**config.mk**
```make
export PLATFORM = sky130hd
export DESIGN_NAME = accumulator8
export DESIGN_NICKNAME = d
export VERILOG_FILES = /design/src/rtl/accumulator8.sv
export SDC_FILE = /design/constraint.sdc
export NUM_CORES = 1
export LEC_CHECK = 0
export BUFFER_PORTS_ARGS = -buffer_cell sky130_fd_sc_hd__clkbuf_2
export CAP_MARGIN = 25
export CORE_AREA = 2 2 40 42
export DETAILED_ROUTE_END_ITERATION = 8
export DIE_AREA = 0 0 42 44
export PLACE_DENSITY = 0.68
export SLEW_MARGIN = 10
export SYNTH_ARGS = -nofsm -noshare
export SYNTH_HDL_FRONTEND = slang
export SYNTH_SLANG_ARGS = --single-unit
```
**constraint.sdc**
```tcl
create_clock -name clock -period 2.3 [get_ports clock]
set_clock_uncertainty 0.05 [all_clocks]
set_input_delay 0.23 -clock clock [delete_from_list [all_inputs] [get_ports clock]]
set_output_delay 0.23 -clock clock [all_outputs]
set_load 0.01 [all_outputs]
```
**src/rtl/accumulator8.sv**
```systemverilog
// Running-sum byte accumulator with sticky overflow flag.
// Define ACC_SATURATE_EN to clamp at all-ones instead of wrapping.
module accumulator8 #(
  parameter int WIDTH = 8
) (
  input  logic             clock,
  input  logic             reset,
  input  logic [0:WIDTH-1] din,
  output logic [0:WIDTH-1] dout,
  output logic             ovf
);

  logic [0:WIDTH-1] acc_q, acc_d;
  logic             ovf_q, ovf_d;
  logic [WIDTH:0]   sum;
  logic             carry;

  always_comb begin
    sum   = {1'b0, acc_q} + {1'b0, din};
    carry = sum[WIDTH];
    ovf_d = ovf_q | carry;
`ifdef ACC_SATURATE_EN
    acc_d = carry ? {WIDTH{1'b1}} : sum[WIDTH-1:0];
`else
    acc_d = sum[WIDTH-1:0];
`endif
  end

  // Reset wins over accumulation; din is ignored on a reset edge.
  always_ff @(posedge clock) begin
    if (reset) begin
      acc_q <= '0;
      ovf_q <= 1'b0;
    end else begin
      acc_q <= acc_d;
      ovf_q <= ovf_d;
    end
  end

  assign dout = acc_q;
  assign ovf  = ovf_q;

endmodule

```
==> results of run 1 <==
-- logic make-up after synthesis --
family / synth area share [%]
flip-flops: 30.77
adder cells (fa/ha/maj): 20.51
buffers and inverters: 2.563
AND/OR/NAND/NOR: 24.36
AO/OA/AOI/OAI: 21.79
-- flip-flops by register name, indices dropped and copies added, names as in the netlist --
| register | count |
|---|---|
| dout | 8 |
| ovf | 1 |
-- cell usage after synthesis, drive strengths merged --
| cell | number |
|---|---|
| nor2 | 5 |
| a21oi | 2 |
| or3b | 1 |
| o41a | 1 |
| nor2b | 3 |
| nand2b | 1 |
| nor3 | 10 |
| nand3 | 1 |
| dfxtp | 9 |
| clkbuf | 1 |
| o211ai | 1 |
| nand2 | 1 |
| o211a | 1 |
| o31a | 1 |
| nor4b | 1 |
| a211oi | 2 |
| nor3b | 1 |
| o21a | 4 |
| ha | 8 |
| a21o | 2 |
| o21ai | 2 |
| fa | 1 |
| or4 | 1 |
| inv | 3 |
-- metrics by stage --
stage	hold WS, ns	worst slack [ns]
global placement	0.4420	0.5164
finish	0.2283	0.5043
CTS	0.2307	0.5060
global route	0.2671	0.4247
detailed placement	0.4533	0.4955
floorplan	0.3903	0.5380
-- per-layer routing --
layer  up-vias  global-route usage [%]  part of all wire [%]
li1        280                       -                     -
met3         5                   3.750                   5.7
met1       226                   18.89                    45
met2        13                   23.44                    45
met5         -                       0                     0
met4         0                   11.61                   3.5
-- cell type report --
class / count / area share [%]
flip-flops and latches: 9 / 25.09
clock buffers: 4 / 3.659
well taps: 16 / 2.787
repair buffers: 18 / 12.54
inverters: 3 / 1.568
multi-input cells: 50 / 54.36
-- worst paths after layout --
kind | from | end | slack (ns) | cells after the start
hold / removal | reset | dout[6] | 0.23 | 2
setup reg to reg | dout[7] | ovf | 0.50 | 7
hold reg to reg | ovf | ovf | 0.46 | 1
setup / recovery | dout[7] | ovf | 0.50 | 7
-- cells in the final DEF (no fill, tap or decap) --
master     n
clkbuf_2  18
nor3_1    10
dfxtp_1    9
ha_1       8
nor2_1     5
o21a_1     4
inv_1      3
clkbuf_4   3
o21ai_1    2
a21o_1     2
nor2b_1    2
a21oi_1    2
a211oi_2   1
or3b_2     1
nand2b_1   1
or4_1      1
nor4b_1    1
nor3b_1    1
o211ai_2   1
nor2b_4    1
a211oi_1   1
o211a_1    1
o31a_1     1
nand2_1    1
nand3_1    1
o41a_1     1
fa_1       1
clkbuf_1   1
-- power by group --
part	switching [mW]	internal, mW	leakage, nW
clock network	0.0616	0.0672	0.0150
logic	0.178	0.162	0.259
registers	0.0236	0.201	0.0750
==> metrics.yaml, run 1 <==
critPathArrivalTime_ns: 1.91
place_congestion: 0.7497
cts_tree: "yes"
finalCritPeriodShare_pct: 78.07
gr-total-overflow: 0
stdcell_count: 100
start_util_pct: 41.27
max_stage_delay_ns: 0.31
tightest_slew_ns: 0.2607
die_area_um2: 1848
ant_nets: 0
cellLeakagePower_nw: 0.3494
synth_cells: 63
htreeDepth: 1
final_util_pct: 50.62
fp-row-count: 14
die_x_um: 42
peakVddDrop_mv: 0.4848
max_cap_violations: 0
drt_iter0_drc: 3
cts_buffers: 3
seq_area_um2: 180.2
syn_area_um2: 585.6
grt_pass1_vias: 503
place_hpwl_um: 882
fill_cells: 145
cpLargestDelayFamily: "compound AO/OA/AOI/OAI gates"
final_cell_area_um2: 718.2
n_antenna_cell: 0
synth_cell_types: 26
cts_root_buf: "clkbuf_4"
cp.required_ns: 2.41
crit_type: "flop to flop"
finalSetupTns_ns: 0
slew_headroom_pct: 82.37
cts-hold-fix-buffers: 0
ys_seq_elements: 9
hold_class: "input port to flop"
drc: 0
outcome: "finished clean"
yosys-top-cells-area: "dfxtp_1, ha_1, nor3_1, o21a_1, fa_1"
grt_pass1_wl_mm: 2.083
ys_warn_count: 0
setup_viol: 0
clkTransAtPathRegs_ns: 0.06
cts_sinks: 9
cp_num_buf_inv: 1
yosys.area.top_type_share_pct: 30.77
clock_path_buffers: 2
p_total_uw: 692.8
num_vias: 524
ys_seq_area_share_pct: 30.77
first_pass_iters: 2
slew_viol_final: 0
finalHoldViolations: 0
grt_antenna_before_repair: 0
critPathMaxFanout: 3
finalNetCount: 104
cellPowerDensity_nw_per_um2: 964.7
drive_gt1_share_pct: 29.76
postPlaceCellArea_um2: 691.9
area_growth_pct: 22.65
end_kind: "flop"
track_usage_pct: 15.43
min_period_ns: 1.796
rsz0062_at_grt: "false"
max_freq_mhz: 556.9
syn_avg_cell_area_um2: 9.295
core_um2: 1419
die_h_um: 44
slowest_stage: "dfxtp_1"
insertion_delay_ns: 0.27
grt_max_degree: 13
startpoint_type: "flop"
wire_per_inst_um: 11.28
syn_nets: 82
dp.cells: 96
multiInputGateArea_um2: 390.4
cts_setup_buffers: 0
routed_wirelength_mm: 1.128
via_per_inst: 5.240
cts_resized: 0
yosys.area.top_type: "dfxtp_1"
path_cells: "ha_1 -> inv_1 -> fa_1 -> nor2b_4 -> o31a_1 -> o21a_1 -> o41a_1"
boundaryPins: 19
numPortBuffers: 18
Power figures use the tool's default switching activity.
==> run 2: changes to the inputs <==
Settings changed: ABC_AREA set to 1, CORE_AREA 2 2 40 42 to 2 2 41 43, DIE_AREA 0 0 42 44 to 0 0 43 45, PLACE_DENSITY 0.68 to 0.71.
Clock period 2.3 ns to 1.6 ns, I/O delays scaled along.
==> run 2 against run 1 <==
  * Setup slack lost 0.36 ns
  * Die area rose by 4.7%
  * Area after synthesis grew 7.5%
==> metrics.yaml, run 2 <==
start_util_pct: 42.77  # +1.5 points
die_x_um: 43  # +2.4%
clkTransAtPathRegs_ns: 0.07  # about the same
syn_nets: 115  # +40%
cp.required_ns: 1.72  # -0.69 ns
drc: 0  # unchanged
cellLeakagePower_nw: 0.4660  # +33%
core_um2: 1471  # +3.7%
routed_wirelength_mm: 1.190  # +5.5%
peakVddDrop_mv: 0.5673  # +17%
ys_seq_area_share_pct: 28.63  # -2.1 points
path_cells: "ha_1 -> inv_1 -> fa_2 -> nor2_1 -> or2_1 -> nand2_1 -> nand2_1 -> nor2_1"
end_kind: "flop"
grt_pass1_wl_mm: 2.090  # +0.34%
cp_num_buf_inv: 1  # unchanged
crit_type: "flop to flop"
slew_headroom_pct: 86.68  # +4.3 points
cts-hold-fix-buffers: 0  # unchanged
die_h_um: 45  # +2.3%
boundaryPins: 19  # unchanged
slew_viol_final: 0  # unchanged
cts_sinks: 9  # unchanged
rsz0062_at_grt: "false"
setup_viol: 0  # unchanged
gr-total-overflow: 0  # unchanged
syn_area_um2: 629.4  # +7.5%
numPortBuffers: 18  # unchanged
via_per_inst: 4.575  # -13%
fp-row-count: 14  # unchanged
drive_gt1_share_pct: 20.34  # -9.4 points
cts_tree: "yes"
finalNetCount: 138  # +33%
ys_warn_count: 0  # unchanged
place_ws_ns: 0.09680  # -0.3987 ns
place_congestion: 0.7799  # +4.0%
final_util_pct: 52.21  # +1.6 points
grt_pass1_vias: 534  # +6.2%
fill_cells: 167  # +15%
ys.flop_type: "dfxtp_1"
n_antenna_cell: 0  # unchanged
final_cell_area_um2: 768.2  # +7.0%
final_common_cell: "nand2_1"
drt_iter0_drc: 12  # +9
wire_per_inst_um: 8.881  # -21%
place_hpwl_um: 984.4  # +12%
cts_buffers: 3  # unchanged
largest_reg_flops: 8  # unchanged
cts_root_buf: "clkbuf_4"
max_cap_violations: 0  # unchanged
min_period_ns: 1.452  # -0.3440 ns
mostFrequentLayoutCells: "nand2_1, inv_1, clkbuf_2"
cpLargestDelayFamily: "adder cells"
max_stage_delay_ns: 0.36  # +0.05 ns
ys_top_cells_by_count: "nand2_1, inv_1, nor2_1"
timing.final.ws_setup_ns: 0.1483  # -0.3560 ns
ys_seq_elements: 9  # unchanged
postPlaceCellArea_um2: 739.5  # +6.9%
finalCritPeriodShare_pct: 90.73  # +13 points
startpoint_type: "flop"
synth_cell_types: 14  # -46%
area_growth_pct: 22.07
clock_path_buffers: 2  # unchanged
yosys.area.top_type: "dfxtp_1"
synth-edff-count: 0  # unchanged
insertion_delay_ns: 0.27  # about the same
die_area_um2: 1935  # +4.7%
yosys-top-cells-area: "dfxtp_1, nand2_1, ha_1, inv_1, nor2_1"
syn_avg_cell_area_um2: 6.556  # -29%
yosysMostFrequentCell: "nand2_1"
htreeDepth: 1  # unchanged
yosys.area.top_type_share_pct: 28.63  # -2.1 points
critPathMaxFanout: 3  # unchanged
first_pass_iters: 4  # +2
async_reset_ff_share_pct: 0  # unchanged
critPathArrivalTime_ns: 1.57  # -0.34 ns
grt_max_degree: 7  # -6
grt_antenna_before_repair: 0  # unchanged
tightest_slew_ns: 0.1995  # -0.06120 ns
hold_class: "input port to flop"
finalSetupTns_ns: 0  # unchanged
ant_nets: 0  # unchanged
finalHoldViolations: 0  # unchanged
outcome: "finished clean"
cellPowerDensity_nw_per_um2: 1245  # +29%
max_freq_mhz: 688.9  # +24%
synth_cells: 96  # +52%
slowest_stage: "fa_2"
num_vias: 613  # +17%
track_usage_pct: 14.84  # -0.59 points
[run 2: path summary, 6_finish.rpt]
| path | endpoint | slack, ns | cells after the start | start |
|---|---|---|---|---|
| max | dout[3] | 0.15 | 8 | dout[7] |
| min | dout[7] | 0.04 | 2 | reset |
| max reg2reg | dout[3] | 0.15 | 8 | dout[7] |
| min reg2reg | ovf | 0.48 | 3 | ovf |
[run 2: routing by layer]
metal,global-route usage (%),part of all wire (%),up-vias
met5,0,0,-
li1,-,-,334
met3,6.000,5.9,3
met4,7.273,1.6,0
met2,22.12,42,16
met1,18.72,50,260
[run 2: final cells by class]
class / instances / area, µm² / share of cell area (%)
Inverter: 19 / 71.32 / 9.283
Sequential cell: 9 / 180.2 / 23.45
Clock buffer: 4 / 26.28 / 3.420
Tap cell: 16 / 20.02 / 2.606
Multi-Input combinational cell: 68 / 380.4 / 49.51
Timing Repair Buffer: 18 / 90.09 / 11.73
[run 2: timing repair]
action / in CTS / in global routing
gates resized for setup: 0 / 1
setup buffers: 0 / 0
endpoints found under the setup margin: 0 / 2
[run 2: cells by family after synthesis]
kind of cell | count (synthesis) | share of synthesized area [%]
buffers and inverters | 19 | 11.33
flip-flops | 9 | 28.63
XOR/XNOR | 1 | 1.392
AND/OR/NAND/NOR | 53 | 35.59
AO/OA/AOI/OAI | 5 | 3.976
adder cells (fa/ha/maj) | 9 | 19.09
[run 2: through the flow]
| stage | hold slack [ns] | power (mW) | std cells |
|---|---|---|---|
| 2_1_floorplan | 0.1767 | 0.6489 | 96 |
| 3_3_place_gp | 0.3263 | 0.7626 | 130 |
| 3_5_place_dp | 0.3271 | 0.7730 | 130 |
| 4_1_cts | 0.04516 | 0.9597 | 134 |
| 5_1_grt | 0.05436 | 1.056 | 134 |
| 6_report | 0.03865 | 0.9563 | 134 |
[run 2: report_power, final]
group	leakage, nW	internal (mW)	switching, mW
registers	0.0751	0.280	0.0290
logic	0.376	0.196	0.262
clock network	0.0150	0.0967	0.0922
